==> src/rtl/prio_pkg.sv <==
// Shared constants and helpers for the pending-request priority encoder.
package prio_pkg;

    localparam int PRIO_FIXED = 0;
    localparam int PRIO_RR    = 1;

    function automatic int prio_clog2(input int value);
        int r;
        r = 0;
        for (int i = 0; i < 32; i++) begin
            if ((1 << r) < value) r++;
        end
        return r;
    endfunction

    function automatic logic [7:0] sat_add8(input logic [7:0] a, input logic [7:0] b);
        logic [8:0] sum;
        sum = {1'b0, a} + {1'b0, b};
        return sum[8] ? 8'hFF : sum[7:0];
    endfunction

endpackage

==> src/rtl/prio_pick.sv <==
// Combinational picker: first set bit found searching downward from start_i, wrapping at 0.
module prio_pick #(
    parameter int N = 8,
    parameter int W = 3
) (
    input  logic [N-1:0] vec_i,
    input  logic [W-1:0] start_i,
    output logic [W-1:0] idx_o,
    output logic         found_o
);

    always_comb begin
        int pos;
        idx_o   = '0;
        found_o = 1'b0;
        pos     = 0;
        for (int i = 0; i < N; i++) begin
            pos = int'(start_i) - i;
            if (pos < 0) pos = pos + N;
            if (!found_o && vec_i[W'(pos)]) begin
                found_o = 1'b1;
                idx_o   = W'(pos);
            end
        end
    end

endmodule

==> src/rtl/pending_prio_encoder.sv <==
// Accumulates request bits into a pending set and issues one index per valid/ready transfer,
// in fixed-priority or round-robin order.
module pending_prio_encoder
    import prio_pkg::*;
#(
    parameter int N  = 8,
    parameter int RR = PRIO_FIXED,
    parameter int W  = prio_clog2(N)
) (
    input  logic         clk,
    input  logic         rst,
    input  logic [N-1:0] req_in,
    input  logic         req_vld,
    output logic [W-1:0] out_idx,
    output logic         out_vld,
    input  logic         out_rdy,
    output logic [N-1:0] pending,
    output logic [7:0]   merge_cnt
);

    localparam logic [N-1:0] ONE_N = N'(1);

    logic [N-1:0] pending_q, pending_d;
    logic [W-1:0] out_idx_q, out_idx_d;
    logic         out_vld_q, out_vld_d;
    logic [W-1:0] last_q, last_d;
    logic [7:0]   merge_cnt_q, merge_cnt_d;

    logic [N-1:0] cand;
    logic [N-1:0] held;
    logic [N-1:0] hit;
    logic [7:0]   merge_pop;
    logic [W-1:0] start;
    logic [W-1:0] pick;
    logic         found;
    logic         load;

    // After reset last_q=0 so the round-robin search starts at N-1, same as fixed mode.
    always_comb begin
        if (RR == PRIO_RR) begin
            start = (last_q == '0) ? W'(N - 1) : last_q - W'(1);
        end else begin
            start = W'(N - 1);
        end
    end

    prio_pick #(.N(N), .W(W)) u_pick (
        .vec_i  (cand),
        .start_i(start),
        .idx_o  (pick),
        .found_o(found)
    );

    always_comb begin
        cand = pending_q | (req_vld ? req_in : '0);
        held = out_vld_q ? (ONE_N << out_idx_q) : '0;
        hit  = req_vld ? (req_in & (pending_q | held)) : '0;
        load = !out_vld_q || out_rdy;

        merge_pop = '0;
        for (int i = 0; i < N; i++) begin
            merge_pop = merge_pop + 8'(hit[i]);
        end
    end

    always_comb begin
        pending_d   = cand;
        out_idx_d   = out_idx_q;
        out_vld_d   = out_vld_q;
        last_d      = last_q;
        merge_cnt_d = sat_add8(merge_cnt_q, merge_pop);
        if (load) begin
            out_vld_d = found;
            if (found) begin
                out_idx_d = pick;
                last_d    = pick;
                pending_d = cand & ~(ONE_N << pick);
            end
        end
    end

    always_ff @(posedge clk or posedge rst) begin
        if (rst) begin
            pending_q   <= '0;
            out_idx_q   <= '0;
            out_vld_q   <= 1'b0;
            last_q      <= '0;
            merge_cnt_q <= '0;
        end else begin
            pending_q   <= pending_d;
            out_idx_q   <= out_idx_d;
            out_vld_q   <= out_vld_d;
            last_q      <= last_d;
            merge_cnt_q <= merge_cnt_d;
        end
    end

    assign pending   = pending_q;
    assign out_idx   = out_idx_q;
    assign out_vld   = out_vld_q;
    assign merge_cnt = merge_cnt_q;

endmodule

==> config.mk <==
export PLATFORM = sky130hd
export DESIGN_NAME = pending_prio_encoder
export DESIGN_NICKNAME = d
export VERILOG_FILES = /design/src/rtl/prio_pkg.sv /design/src/rtl/prio_pick.sv /design/src/rtl/pending_prio_encoder.sv
export SDC_FILE = /design/constraint.sdc
export NUM_CORES = 1
export LEC_CHECK = 0
export BUFFER_PORTS_ARGS = -buffer_cell sky130_fd_sc_hd__buf_2
export CAP_MARGIN = 20
export CORE_ASPECT_RATIO = 2
export CORE_MARGIN = 4
export CORE_UTILIZATION = 35
export CTS_CLUSTER_SIZE = 14
export DETAILED_ROUTE_END_ITERATION = 10
export PLACE_DENSITY = 0.71
export SYNTH_ARGS = -nofsm -noshare
export SYNTH_HDL_FRONTEND = slang
export SYNTH_SLANG_ARGS = --single-unit
export TNS_END_PERCENT = 100
==> constraint.sdc <==
create_clock -name clk -period 4.1 [get_ports clk]
set_clock_uncertainty 0.15 [all_clocks]
set_input_delay 0.205 -clock clk [delete_from_list [all_inputs] [get_ports clk]]
set_output_delay 0.205 -clock clk [all_outputs]
set_load 0.03 [all_outputs]
==> results_dict.tcl <==
set metrics [dict create \
    cp.required_ps 4090 \
    grt_max_degree 17 \
    ant_nets 0 \
    rrSetupSlack_ps 180 \
    syn_area_per_cell_um2 11.5 \
    drt_iter0_markers 19 \
    numCtsBuffers 3 \
    ir_worst_vdd_mv 0.356 \
    rsz0062_at_grt "false" \
    grt_pass1_wl_um 3340 \
    synth_area_um2 932 \
    power_frac_clock_pct 16.4 \
    synth_top_family_by_area "adder cells" \
    synthAdderAreaFrac_pct 18.8 \
    floorplan.initialDensity_pct 36.3 \
    crit_path_start_kind "flip-flop" \
    p_leak_nw 0.589 \
    clockRootBuffer "clkbuf_8" \
    dr.pass1.iters 3 \
    rr_startpoint "pending[0]$_DFF_PP0_" \
    area_growth_syn_to_layout_pct 28.3 \
    seq_power_share_pct 27.5 \
    clk_pin_slew_ps 70 \
    reg2reg_to "merge_cnt[3]$_DFF_PP0_" \
    slew_violations 0 \
    synth_simple_gate_area_share_pct 14.2 \
    synth_area_leaders "dfrtp_1 (43%), fa_1 (11%), ha_1 (8.1%)" \
    antenna_found_initial 0 \
    grt_usage_pct 12.3 \
    synth_warnings 0 \
    synth_common_cells "dfrtp_1 (16), a21o_1 (9), and3_1 (6), ha_1 (6), inv_1 (6)" \
    outcome "complete, no violations" \
    clk_latency_ps 250 \
    coreArea_mm2 0.00257 \
    worst_slew_margin_rel_pct 58.7 \
    cts_tree "yes" \
    r2r_cells 12 \
    switching_power_mw 0.366 \
    max-cap-violations 0 \
    synth_top_area_share_pct 43.0 \
    setup_ws_ps 180 \
    yosys.area_share.xor_xnor_pct 0.940 \
    drive_gt1_share_pct 37.9 \
    post-route-util_pct 46.5 \
    wl_um 1960 \
    muxShareOfSynthArea_pct 0 \
    htree_levels 1 \
    postSynthCellCount 81 \
    tightest_slew_ps 620 \
    hold_viol 0 \
    yosysTopAreaCell "dfrtp_1" \
    intPower_mw 0.490 \
    overflow 0 \
    power_frac_comb_pct 56.1 \
    antenna_cells 0 \
    cp.arrival_ps 3910 \
    dpl.hpwl_um 1620 \
    crit_path_start "pending[0]$_DFF_PP0_" \
    synth_ff_type "dfrtp_1" \
    critical_path_class "reg -> reg" \
    synth_compound_area_share_pct 16.6 \
    grt_pass1_vias 762 \
    ys_ff_latch 16 \
    clock-sinks 16 \
    fp.dieH_um 81.0 \
    dp_slack_ps -82.8 \
    period_share_pct 95.6 \
    worstHoldPathType "in -> reg" \
    routed-via-count 721 \
    dieArea_mm2 0.00360 \
    cp_max_fo 6 \
    yosysMostFrequentCell "dfrtp_1" \
    io_buffers 26 \
    finalNetCount 140 \
    period_needed_ps 3920 \
    swShare_pct 42.8 \
    fin_setup_tns_ps 0 \
    gp_congestion 0.768 \
    wire_per_inst_um 13.6 \
    yosysSeqAreaShare_pct 43.0 \
    cts_max_path_buffers 2 \
    fmax_mhz 255 \
    cp-end-kind "flip-flop" \
    power_density_mw_per_mm2 716 \
    ios 32 \
    drc 0 \
    setup_viol 0 \
    routed_via_density 5.01 \
    rows 26 \
    synth_async_sr_flop_share_pct 100 \
    die_x_um 44.5 \
    endpoint "merge_cnt[3]$_DFF_PP0_" \
    synth_enable_flop_cells 0 \
    yosysUniqueCellTypes 28 \
]
worst min path at each step:
stage / startpoint / end / slack, ps / cells after the start
6_report: req_in[2] / pending[2]$_DFF_PP0_ / 20 / 2
5_1_grt: req_in[5] / pending[5]$_DFF_PP0_ / 30 / 2
4_1_cts: req_in[5] / pending[5]$_DFF_PP0_ / 20 / 2
3_5_place_dp: rst / pending[1]$_DFF_PP0_ / 160 / 2
3_3_place_gp: rst / merge_cnt[6]$_DFF_PP0_ / 150 / 2
2_1_floorplan: rst / merge_cnt[0]$_DFF_PP0_ / -30 / 1
critical path, cell delays in order, from the launching register on:
cell and delay [ps]:
dfrtp_2 400, and3_1 190, fa_1 510, inv_1 60, fa_1 540, inv_1 50, fa_1 470, fa_2 420
fa_2 360, a21o_1 210, a21oi_4 190, nand2b_4 190, o21ai_0 80
timing repair:
item,CTS,global route
gates resized for setup,2,1
hold endpoints to repair,16,0
pin swaps,0,2
cloned,0,0
hold buffers,1,0
setup buffers,0,0
endpoints found under the setup margin,6,7
cell usage in the layout, fill, tap and decap left out, types with 2 or more instances in the layout:
cell,synthesis,routed
inv_1,6,6
nand3_1,2,2
buf_2,0,26
a31oi_1,2,2
ha_1,6,6
fa_1,5,3
nor3_1,3,3
nand2b_1,2,2
dfrtp_1,16,15
and3_1,6,6
a21o_1,9,9
clkbuf_8,0,4
conb_1,1,4
nand2_1,2,2
a21oi_1,2,2
buf_4,4,6
fa_2,0,2
o21ai_0,2,2
power by group through the flow:
stage,combinational [mW],sequential (mW),clock [mW]
after floorplan,0.282,0.304,0
after global placement,0.455,0.235,0
after detailed placement,0.479,0.237,0
after CTS,0.486,0.235,0.142
after global routing,0.533,0.244,0.151
final,0.480,0.235,0.140
final cells by class:
class / count / area [um2]
Clock buffer: 4 / 55.1
Fill cell: 252 / 1370
Inverter: 6 / 22.5
Multi-Input combinational cell: 57 / 497
Sequential cell: 16 / 402
Tap cell: 28 / 35.0
Timing Repair Buffer: 33 / 185
flip-flops by register name, summed over array words and instances (netlist names):
register   cells
pending        8
merge_cnt      8
cells by family after synthesis:
logic type / after synthesis
AO/OA/AOI/OAI: 20
adder cells (fa/ha/maj): 11
AND/OR/NAND/NOR: 21
XOR/XNOR: 1
flip-flops: 16
buffers and inverters: 11
other: 1
layer usage:
metal,track usage [%],vias to the layer above,wire length [um]
met4,4.53,0,21
met5,0,-,0
met2,21.9,21,1130
li1,-,345,-
met1,14.4,351,720
met3,1.33,4,83
per-stage QoR:
step                      hold WS [ps]  std cells  power (mW)  area [um2]
after floorplan                  -31.3         84       0.587         945
after global placement             154        139       0.690        1120
after detailed placement           165        139       0.715        1120
after CTS                         19.9        144       0.864        1190
after global routing              27.0        144       0.928        1200
final                             21.9        144       0.856        1200
(Power assumes the default switching activity.)
